### src/rtl/multicycle_main_control.sv
// -----------------------------------------------------------------------------
// multicycle_main_control
//
// Main control FSM for the multicycle MIPS32 datapath. It decodes the opcode
// held in the instruction register, steps through fetch / decode / execute /
// memory / writeback (one state per clock) and drives the aluOp code consumed
// by alu_decoder, together with every datapath mux select and write enable.
//
// Build option:
//   MC_ADDI_EN  when defined, addi (opcode 001000) runs through ADDIEX and
//               ADDIWB. When undefined, addi decodes as an illegal opcode and
//               encodings 9/10 behave like the unused encodings 12-15.
//
// Parameters:
//   STATE_W     width of the debug state output (must be >= 4)
//
// Ports:
//   clk         rising-edge clock
//   reset       synchronous, active-high reset
//   opcode      instr[31:26] from the instruction register
//   zero        ALU zero flag, same cycle (only used for beq)
//   iorD        memory address select: 0 = PC, 1 = ALUOut
//   memWrite    data memory write enable
//   irWrite     instruction register load enable
//   regDst      destination register select: 0 = rt, 1 = rd
//   memtoReg    register writeback select: 0 = ALUOut, 1 = MDR
//   regWrite    register file write enable
//   aluSrcA     ALU A select: 0 = PC, 1 = A register
//   aluSrcB     ALU B select: 00 = B, 01 = 4, 10 = SignImm, 11 = SignImm<<2
//   aluOp       to alu_decoder: 00 = add, 01 = sub, 10 = use funct
//   pcSrc       next-PC select: 00 = ALUResult, 01 = ALUOut, 10 = jump target
//   pcEn        PC load enable = pcWrite | (branch & zero)
//   illegalOp   one-cycle pulse: unsupported opcode seen in DECODE
//   state       current FSM state, for debug
//
// Timing notes:
//   All mux selects and enables come from a control register that is loaded
//   with the decode of the *next* state on the same edge that loads the state
//   register, so they stay a pure function of the current state while being
//   glitch-free register outputs. The only combinational paths are:
//     - pcEn       (needs the same-cycle ALU zero flag for beq)
//     - illegalOp  (needs the live opcode during DECODE)
//     - reset gating of memWrite, irWrite, regWrite, pcEn and illegalOp, so
//       that no storage element is written while reset is high, even when
//       reset arrives in the middle of an instruction.
// -----------------------------------------------------------------------------
module multicycle_main_control #(
  parameter int STATE_W = 4
) (
  input  logic               clk,
  input  logic               reset,
  input  logic [5:0]         opcode,
  input  logic               zero,
  output logic               iorD,
  output logic               memWrite,
  output logic               irWrite,
  output logic               regDst,
  output logic               memtoReg,
  output logic               regWrite,
  output logic               aluSrcA,
  output logic [1:0]         aluSrcB,
  output logic [1:0]         aluOp,
  output logic [1:0]         pcSrc,
  output logic               pcEn,
  output logic               illegalOp,
  output logic [STATE_W-1:0] state
);

  // ---------------------------------------------------------------------------
  // Opcodes understood by this controller
  // ---------------------------------------------------------------------------
  localparam logic [5:0] OP_RTYPE = 6'b000000;
  localparam logic [5:0] OP_LW    = 6'b100011;
  localparam logic [5:0] OP_SW    = 6'b101011;
  localparam logic [5:0] OP_BEQ   = 6'b000100;
  localparam logic [5:0] OP_ADDI  = 6'b001000;
  localparam logic [5:0] OP_J     = 6'b000010;

  // ---------------------------------------------------------------------------
  // State encoding (values are visible on the debug port, so they are fixed)
  // ---------------------------------------------------------------------------
  typedef enum logic [3:0] {
    FETCH   = 4'd0,
    DECODE  = 4'd1,
    MEMADR  = 4'd2,
    MEMRD   = 4'd3,
    MEMWB   = 4'd4,
    MEMWR   = 4'd5,
    RTYPEEX = 4'd6,
    RTYPEWB = 4'd7,
    BEQEX   = 4'd8,
    ADDIEX  = 4'd9,
    ADDIWB  = 4'd10,
    JEX     = 4'd11
  } state_t;

  // Control word. pcWrite and branch never leave this module; they only
  // feed the pcEn term.
  typedef struct packed {
    logic       iorD;
    logic       memWrite;
    logic       irWrite;
    logic       regDst;
    logic       memtoReg;
    logic       regWrite;
    logic       aluSrcA;
    logic [1:0] aluSrcB;
    logic [1:0] aluOp;
    logic [1:0] pcSrc;
    logic       pcWrite;
    logic       branch;
  } ctrl_t;

  // ---------------------------------------------------------------------------
  // Opcode legality. Anything not listed here sends DECODE back to FETCH and
  // raises illegalOp for that one DECODE cycle.
  // ---------------------------------------------------------------------------
  function automatic logic op_supported(input logic [5:0] op);
    logic ok;
    ok = 1'b0;
    case (op)
      OP_RTYPE, OP_LW, OP_SW, OP_BEQ, OP_J: ok = 1'b1;
`ifdef MC_ADDI_EN
      OP_ADDI:                              ok = 1'b1;
`endif
      default:                              ok = 1'b0;
    endcase
    return ok;
  endfunction

  // ---------------------------------------------------------------------------
  // Moore output decode: every field defaults to 0, each state only lists the
  // fields it asserts. Unused encodings (and 9/10 without addi support) fall
  // into the default and produce an all-zero control word.
  // ---------------------------------------------------------------------------
  function automatic ctrl_t ctrl_for(input state_t s);
    ctrl_t c;
    c = '0;
    case (s)
      FETCH: begin
        c.aluSrcB = 2'b01;
        c.irWrite = 1'b1;
        c.pcWrite = 1'b1;
      end
      DECODE: begin
        c.aluSrcB = 2'b11;
      end
      MEMADR: begin
        c.aluSrcA = 1'b1;
        c.aluSrcB = 2'b10;
      end
      MEMRD: begin
        c.iorD = 1'b1;
      end
      MEMWB: begin
        c.memtoReg = 1'b1;
        c.regWrite = 1'b1;
      end
      MEMWR: begin
        c.iorD     = 1'b1;
        c.memWrite = 1'b1;
      end
      RTYPEEX: begin
        c.aluSrcA = 1'b1;
        c.aluOp   = 2'b10;
      end
      RTYPEWB: begin
        c.regDst   = 1'b1;
        c.regWrite = 1'b1;
      end
      BEQEX: begin
        c.aluSrcA = 1'b1;
        c.aluOp   = 2'b01;
        c.pcSrc   = 2'b01;
        c.branch  = 1'b1;
      end
`ifdef MC_ADDI_EN
      ADDIEX: begin
        c.aluSrcA = 1'b1;
        c.aluSrcB = 2'b10;
      end
      ADDIWB: begin
        c.regWrite = 1'b1;
      end
`endif
      JEX: begin
        c.pcSrc   = 2'b10;
        c.pcWrite = 1'b1;
      end
      default: c = '0;
    endcase
    return c;
  endfunction

  // ---------------------------------------------------------------------------
  // Next-state decode. The opcode is consulted in DECODE and again in MEMADR
  // (lw vs sw); it is guaranteed stable everywhere outside FETCH.
  // ---------------------------------------------------------------------------
  function automatic state_t next_for(input state_t s, input logic [5:0] op);
    state_t n;
    n = FETCH;
    case (s)
      FETCH: n = DECODE;
      DECODE: begin
        case (op)
          OP_LW, OP_SW: n = MEMADR;
          OP_RTYPE:     n = RTYPEEX;
          OP_BEQ:       n = BEQEX;
`ifdef MC_ADDI_EN
          OP_ADDI:      n = ADDIEX;
`endif
          OP_J:         n = JEX;
          default:      n = FETCH;
        endcase
      end
      MEMADR:  n = (op == OP_SW) ? MEMWR : MEMRD;
      MEMRD:   n = MEMWB;
      RTYPEEX: n = RTYPEWB;
`ifdef MC_ADDI_EN
      ADDIEX:  n = ADDIWB;
`endif
      // MEMWB, MEMWR, RTYPEWB, BEQEX, ADDIWB, JEX and every unused encoding
      // retire to FETCH.
      default: n = FETCH;
    endcase
    return n;
  endfunction

  // ---------------------------------------------------------------------------
  // State and registered control word
  // ---------------------------------------------------------------------------
  state_t state_q;
  state_t state_d;
  ctrl_t  ctrl_q;

  always_comb begin
    state_d = next_for(state_q, opcode);
  end

  // The control register always holds ctrl_for(state_q): both are loaded from
  // the same next-state value on the same edge.
  always_ff @(posedge clk) begin
    if (reset) begin
      state_q <= FETCH;
      ctrl_q  <= ctrl_for(FETCH);
    end else begin
      state_q <= state_d;
      ctrl_q  <= ctrl_for(state_d);
    end
  end

  // ---------------------------------------------------------------------------
  // Outputs
  // ---------------------------------------------------------------------------
  logic in_decode;
  assign in_decode = (state_q == DECODE);

  // Pure mux selects: straight from the control register.
  assign iorD     = ctrl_q.iorD;
  assign regDst   = ctrl_q.regDst;
  assign memtoReg = ctrl_q.memtoReg;
  assign aluSrcA  = ctrl_q.aluSrcA;
  assign aluSrcB  = ctrl_q.aluSrcB;
  assign aluOp    = ctrl_q.aluOp;
  assign pcSrc    = ctrl_q.pcSrc;

  // Storage write enables are killed combinationally during reset so a reset
  // that lands mid-instruction (for example in MEMWR) never commits a write.
  assign memWrite = ctrl_q.memWrite & ~reset;
  assign irWrite  = ctrl_q.irWrite  & ~reset;
  assign regWrite = ctrl_q.regWrite & ~reset;

  // beq only loads the PC when the comparison in this cycle came out equal.
  assign pcEn = (ctrl_q.pcWrite | (ctrl_q.branch & zero)) & ~reset;

  // Single-cycle pulse: DECODE always lasts exactly one cycle.
  assign illegalOp = in_decode & ~op_supported(opcode) & ~reset;

  // Debug view of the state, zero-extended to the requested width.
  assign state = STATE_W'(state_q);

endmodule

### config.mk
export PLATFORM = sky130hd
export DESIGN_NAME = multicycle_main_control
export DESIGN_NICKNAME = d
export VERILOG_FILES = /design/src/rtl/multicycle_main_control.sv
export SDC_FILE = /design/constraint.sdc
export NUM_CORES = 1
export LEC_CHECK = 0
export ABC_AREA = 1
export CORE_ASPECT_RATIO = 0.9
export CORE_MARGIN = 2
export CORE_UTILIZATION = 30
export DETAILED_ROUTE_END_ITERATION = 8
export GPL_TIMING_DRIVEN = 1
export PLACE_DENSITY = 0.52
export RECOVER_POWER = 100
export SYNTH_ARGS = -nofsm -noshare
export SYNTH_HDL_FRONTEND = slang
export SYNTH_SLANG_ARGS = --single-unit
### constraint.sdc
create_clock -name clk -period 1.5 [get_ports clk]
set_input_delay 0.225 -clock clk [delete_from_list [all_inputs] [get_ports clk]]
set_output_delay 0.225 -clock clk [all_outputs]
set_load 0.03 [all_outputs]
Word level (Yosys, flattened, before mapping)

Cells that the tools add are included.

Bits in registers: 19
Logic and storage cells: 65
Output and inout bits: 19
Bits of input ports: 9

Bitwise logic cells: 10
Equal/unequal tests: 17
Mux-type cells: 16
Reduce and logical (&&, ||, !) cells: 9

Operators by type and width:

| cell                                                | number |
|---|---|
| equality test 4 x 3 -> 1 bit, second input constant | 5 |
| case mux 4 bit (5 select lines)                     | 1 |
| equality test 4 x 2 -> 1 bit, second input constant | 4 |
| case mux 4 bit (4 select lines)                     | 1 |
| equality test 6 bit, second input constant          | 2 |
| 2-to-1 mux 1 bit                                    | 10 |
| equality test 4 x 1 -> 1 bit, second input constant | 2 |
| equality test 4 bit, second input constant          | 2 |
| zero test 4 bit                                     | 2 |
| case mux 2 bit (2 select lines)                     | 2 |
| OR reduction 2 bit                                  | 4 |
| bitwise AND 1 bit                                   | 7 |
| equality test 6 x 2 -> 1 bit, second input constant | 1 |
| equality test 6 x 3 -> 1 bit, second input constant | 1 |
| zero test 6 bit                                     | 1 |
| case mux 2 bit (3 select lines)                     | 1 |
| OR reduction 5 bit                                  | 1 |
| 2-to-1 mux 3 bit                                    | 1 |
| OR reduction 3 bit                                  | 1 |
| inverter 1 bit                                      | 2 |
| OR 1 bit                                            | 1 |

Logic depth before layout (Yosys ltp)

Gate-level depths: netlist (run 1).

Word-level depth: 7
Mapped depth: 10
Mapped depth without buffers: 10

Worst setup path after synthesis (run 1)

OpenSTA, ideal clock, no wires.

Path kind: register to output
Start point: register state_q[0] (netlist: state[0])
End point: output port illegalOp
Data required time: 1.275 ns
Stages on the path, launching flop included: 3
Buffers on the path: 0
Setup slack: -0.467 ns
Data arrival time: 1.742 ns
Cell sequence: dfxtp_1 > nand3_2 > nor4_1

Longest elaborated chain between the ends: 3

Ends and longest elaborated chain:

| item                            | RTL line | source |
|---|---|---|
| start: declaration              | 232      | `state_t state_q;` |
| start signal: assignment        | 247      | `state_q <= state_d;` |
| equality test 4 x 1 -> 1 bit    | 256      | `assign in_decode = (state_q == DECODE);` |
| bitwise AND 1 bit (2 in series) | 277      | `assign illegalOp = in_decode & ~op_supported(opcode) & ~reset;` |
| end: declaration                | 65       | `output logic illegalOp,` |

No other way between the ends.

Worst setup path in the final report (run 1)

Start point: register state_q[3] (netlist: state[3])
End point: output port illegalOp

The elaborated chain is that of the path after synthesis.

==> results of run 1 <==
routing by layer:
| metal | up-vias | global-route usage (%) |
|---|---|---|
| li1 | 440 | - |
| met1 | 370 | 14.64 |
| met2 | 20 | 18.94 |
| met3 | 5 | 3.407 |
| met4 | 0 | 5.714 |
| met5 | - | 0 |
cell families after synthesis:
logic type | synth area share, %
AND/OR/NAND/NOR | 42.10
AO/OA/AOI/OAI | 4.360
flip-flops | 39.24
buffers and inverters | 14.30
area by class of cell:
type | count | area [um2]
multi-input combinational | 79 | 484.2
inverter | 22 | 82.58
tap | 42 | 52.55
fill | 328 | 1678
sequential | 18 | 367.9
clock buffer | 4 | 36.28
timing repair buffer | 35 | 294.0
layout by cell type, fill, tap and decap left out, types with 3 or more instances in the layout:
master	n
dfxtp_2	3
buf_4	11
nand3_1	4
inv_1	16
nand2_2	8
dlygate4sd2_1	15
dfxtp_1	14
nor2_2	5
inv_2	6
nor2_1	21
nor2_4	6
a21oi_1	3
clkbuf_4	3
nand3_2	4
nand2_1	18
worst register-to-register path: cells and delay by family (launching register included):
kind	cells	cell delay, ps
buffers and inverters	2	200
DFF	1	370
and+or+nand+nor	6	760
synth_stat cells, drive strengths merged:
library cell   n  area, um2
a21oi          5      40.04
and3           1      6.260
buf            6      45.04
clkbuf         1      3.750
dfxtp         18      360.4
inv           22      82.58
nand2         26      110.1
nand3          9      65.06
nand4          1      6.260
nor2          32      160.2
nor3           3      20.02
nor3b          1      12.51
nor4           1      6.260
report_power, final:
part | total, mW | switching (mW) | leakage, nW | internal (mW)
logic | 0.165 | 0.101 | 0.502 | 0.0647
clock network | 0.300 | 0.152 | 0.0210 | 0.148
registers | 0.495 | 0.00664 | 0.148 | 0.488
total | 0.960 | 0.259 | 0.671 | 0.701
state kept, by name, indices dropped and copies added (netlist names):
register  cells
memtoReg      1
aluSrcB       2
iorD          1
regDst        1
aluSrcA       1
ctrl_q        5
state         4
pcSrc         1
aluOp         2
worst max-delay path by stage:
stage	slack [ps]	cells past startpoint	endpoint
final	70	4	illegalOp
after global routing	-6	4	illegalOp
after CTS	-110	4	illegalOp
after detailed placement	-230	8	aluSrcB[1]$_SDFF_PP0_
after global placement	-210	8	aluSrcB[1]$_SDFF_PP0_
after floorplan	20	2	illegalOp
per-stage QoR:
stage / setup slack (ps) / hold slack [ps]
2_1_floorplan: 21.89 / 296.6
3_3_place_gp: -212.5 / 513.6
3_5_place_dp: -226.4 / 514.1
4_1_cts: -109.1 / 503.5
5_1_grt: -5.898 / 490.8
6_report: 69.04 / 455.2
timing repair:
item	CTS	global route
setup buffers	1	2
resized for setup	23	22
endpoints found under the setup margin	17	7
pin swaps	0	3
==> results.yml, run 1 <==
clock_network:
  clk_pin_slew_worst_paths_ps: 100
  cts.root.buffer_cell: "clkbuf_4"
  clockBufferDepth: 2
  htreeDepth: 1
  cts_hold_buf: 0
  insertion_delay_ps: 300
  cts_sinks: 18
  cts-buffers-inserted: 3
  cts_tree: "yes"
floorplan:
  die_h_um: 56.49
  initial_utilization_pct: 30.66
  die-area_um2: 3520
  rows: 19
  die_w_um: 62.32
  pin_count: 28
  fp.coreArea_um2: 2995
setup_path:
  r2r_start: "state[2]$_SDFF_PP0_"
  arrival_ps: 1210
  cp_top_family: "simple AND/OR/NAND/NOR gates"
  startpoint: "state[3]$_SDFF_PP0_"
  path_cells: "nor2_4 -> nand3_4 -> nor4_4 -> buf_6"
  r2r_slack_ps: 80
  cp_num_buf_inv: 1
  r2r-end: "aluSrcB[1]$_SDFF_PP0_"
  cp.required_ps: 1270
  critPathKind: "register to output pin"
  critPathCaptureType: "output pin"
  reg2reg_depth: 8
  path_max_fanout: 3
  cp-start-kind: "register"
  slowest_stage: "dfxtp_2"
  slowest_delay_ps: 350
place:
  portBuffers: 27
  dp_hpwl_mm: 1.521
  dp.cells: 193
  gp_congestion: 0.8034
  place_area_um2: 1232
routing:
  wl_mm: 1.866
  drt_drc_violations_left: 0
  drt-vias-per-instance: 4.175
  met2_length_um: 837
  vias: 835
  drt_pass1_iterations: 4
  drt_iter0_drc: 26
  met3_length_um: 92
  ant_nets: 0
  wl_met1_um: 899
  routedWlPerCell_um: 9.330
  top_layer: "met4"
cells_and_area:
  n_antenna_cell: 0
  final_cell_area_um2: 1318
  stdcell_count: 200
  nNetsFinal: 168
  synthToLayoutAreaGrowth_pct: 43.46
  final_util_pct: 43.99
  drive_gt1_share_pct: 36.71
power:
  p_leak_nw: 0.6713
  ir_drop_v: 0.0002811
  power_mw: 0.9598
  power_density_nw_per_um2: 728.5
worst_hold_path:
  hp-start: "opcode[5]"
  min_path_type: "input port to register"
  whs_endpoint: "state[1]$_SDFF_PP0_"
  hold-path-cell-count: 6
sta:
  worst_slew_pin_slew_ps: 358.5
  rsz0062_at_grt: "true"
  fin_skew_ps: 3.778
  max_freq_mhz: 698.8
  report.final.slew_viol_count: 0
  period_minus_slack_ps: 1431
  tns_ps: 0
  finalSetupViolations: 0
  finalHoldViolCount: 0
  slew_headroom_pct: 76.20
  finalCritPeriodShare_pct: 95.40
yosys:
  synthDistinctLibCells: 21
  ys_ff_latch: 18
  syn-instance-count: 126
  synth_seq_area_share_pct: 39.24
  syn_nets: 135
  yosysWarnings: 0
  syn_area_um2: 918.4
  syn_area_per_cell_um2: 7.289
global_routing:
  grtUsageTotal_pct: 11.81
  overflow: 0
  grt_pass1_vias: 745
  grt_pass1_wl_mm: 3.229
  antenna_found_initial: 0
  grt_max_degree: 11
outcome:
  outcome: "finished, final reports clean"
run:
  cap_violations: 0
No activity file was read; power rests on OpenSTA's default activity.
==> run 2: changes to the inputs <==
- PLACE_DENSITY: 0.52 -> 0.54
- clock period: 1.5 -> 1.15 ns (I/O delays scaled with it)
==> results.yml, run 2 (synthesis gave the netlist of run 1 again) <==
outcome:
  outcome: "finished, violations left"
  violations: "negative setup slack"
sta:
  period_minus_slack_ps: 1441
  finalSetupViolations: 14
  slew_headroom_pct: 85.43
  fin_skew_ps: 1.027
  worst_hold_slack_ps: 475.0
  timing.final.ws_setup_ps: -290.8
  max_freq_mhz: 694.1
  finalCritPeriodShare_pct: 125.3
  finalHoldViolCount: 0
  report.final.slew_viol_count: 0
  rsz0062_at_grt: "true"
  worst_slew_pin_slew_ps: 218.5
run:
  cap_violations: 0
routing:
  ant_nets: 0
  routedWlPerCell_um: 9.684
  wl_met1_um: 862
  met2_length_mm: 1.011
  drt_drc_violations_left: 0
  drt_iter0_drc: 19
  drt-vias-per-instance: 4.230
  top_layer: "met4"
  drt_pass1_iterations: 4
  met3_length_um: 105
  vias: 884
  wl_mm: 2.024
cells_and_area:
  final_common_cell: "buf_4"
  fill_cells: 305
  final_util_pct: 51.50
  n_antenna_cell: 0
  synthToLayoutAreaGrowth_pct: 67.98
  largest_reg_flops: 5
  drive_gt1_share_pct: 61.08
  mostFrequentLayoutCells: "buf_4, inv_1, nor2_1, nor2_4, nand2_1"
  multi_input_area_um2: 613.1
  seq_area_um2: 379.1
  regMostFlops: "ctrl_q"
  nNetsFinal: 177
global_routing:
  grt_max_degree: 11
  antenna_found_initial: 0
  grt_pass1_vias: 890
  overflow: 0
  grtUsageTotal_pct: 12.87
  grt_pass1_wl_mm: 3.608
place:
  dp_hpwl_mm: 1.515
  gp_congestion: 0.7489
  portBuffers: 27
setup_path:
  arrival_ps: 1270
  cp-start-kind: "register"
  r2r_slack_ps: -220
  path_max_fanout: 2
  critPathCaptureType: "output pin"
  critPathKind: "register to output pin"
  cp.required_ps: 980
clock_network:
  cts_tree: "yes"
  cts-buffers-inserted: 3
  cts_sinks: 18
  cts.root.buffer_cell: "clkbuf_4"
  htreeDepth: 1
  insertion_delay_ps: 290
  cts_hold_buf: 0
  clk_pin_slew_worst_paths_ps: 100
  clockBufferDepth: 2
power:
  power_frac_seq_pct: 50.1
  ir_drop_v: 0.0004894
  swShare_pct: 27.18
  p_int_mw: 0.9334
  pwr-share-clk_pct: 29.8
  combPwrFrac_pct: 20.1
  p_leak_nw: 0.7412
  p_sw_mw: 0.3483
  power_density_nw_per_um2: 830.8
floorplan:
  rows: 19
  die_w_um: 62.32
  initial_utilization_pct: 30.66
  die-area_um2: 3520
  fp.coreArea_um2: 2995
  die_h_um: 56.49
  pin_count: 28
worst_hold_path:
  min_path_type: "input port to register"
==> run 2: cell count changes in the layout (fill, tap and decap cells not counted), moves of 5 or more <==
| cell | change |
|---|---|
| buf_4 | +19 |
| buf_6 | +5 |
| dlygate4sd2_1 | -8 |
| nand2_1 | -6 |
| nor2_1 | -7 |
| nor2_4 | +7 |
==> run 2: path summary, 6_finish.rpt <==
path / start / endpoint / depth (start not counted)
worst max-delay path: state[3]$_SDFF_PP0_ / illegalOp / 5
worst min-delay path: reset / state[0]$_SDFF_PP0_ / 3
worst max register to register: state[3]$_SDFF_PP0_ / ctrl_q[1]$_SDFF_PP1_ / 9
worst min register to register: state[0]$_SDFF_PP0_ / iorD$_SDFF_PP0_ / 3
==> run 2: critical path, cell delays in order (launching register included) <==
cell	delay [ps]
dfxtp_4	360
nor2_4	110
nand3_4	70
buf_6	120
nor4_4	110
buf_4	190
==> run 2: cell type report <==
| cell class | count | share of cell area, % |
|---|---|---|
| timing repair buffer | 44 | 23.76 |
| clock buffer | 4 | 2.352 |
| multi-input combinational | 79 | 39.74 |
| sequential | 18 | 24.57 |
| inverter | 22 | 6.164 |
| tap | 42 | 3.406 |
==> run 2: stage by stage <==
| stage | total power, mW | setup TNS, ps | instance area (um2) | worst slack (ps) | std cells |
|---|---|---|---|---|---|
| after floorplan | 0.7911 | -101.3 | 991.0 | -34.87 | 126 |
| after global placement | 0.8882 | -7531 | 1308 | -503.4 | 200 |
| after detailed placement | 0.8880 | -7779 | 1308 | -524.4 | 200 |
| after CTS | 1.285 | -3021 | 1478 | -319.7 | 208 |
| after global routing | 1.359 | -3521 | 1543 | -371.7 | 209 |
| final | 1.282 | -2266 | 1543 | -290.8 | 209 |
==> run 2: metal layers <==
layer	track usage, %	up-vias
met2	22.20	20
met3	3.808	5
met5	0	-
met4	7.302	0
li1	-	457
met1	14.22	402
==> run 2: timing repair <==
| action | 4_1_cts | 5_1_grt |
|---|---|---|
| endpoints found under the setup margin | 19 | 22 |
| resized for setup | 36 | 18 |
| pin swaps | 10 | 9 |
| buffers inserted | 4 | 2 |
==> run 2: power by group through the flow <==
stage,clock (mW),combinational [mW],sequential (mW)
floorplan,0,0.128,0.663
global placement,0,0.232,0.656
detailed placement,0,0.232,0.656
CTS,0.396,0.248,0.641
global route,0.431,0.283,0.645
finish,0.382,0.258,0.642
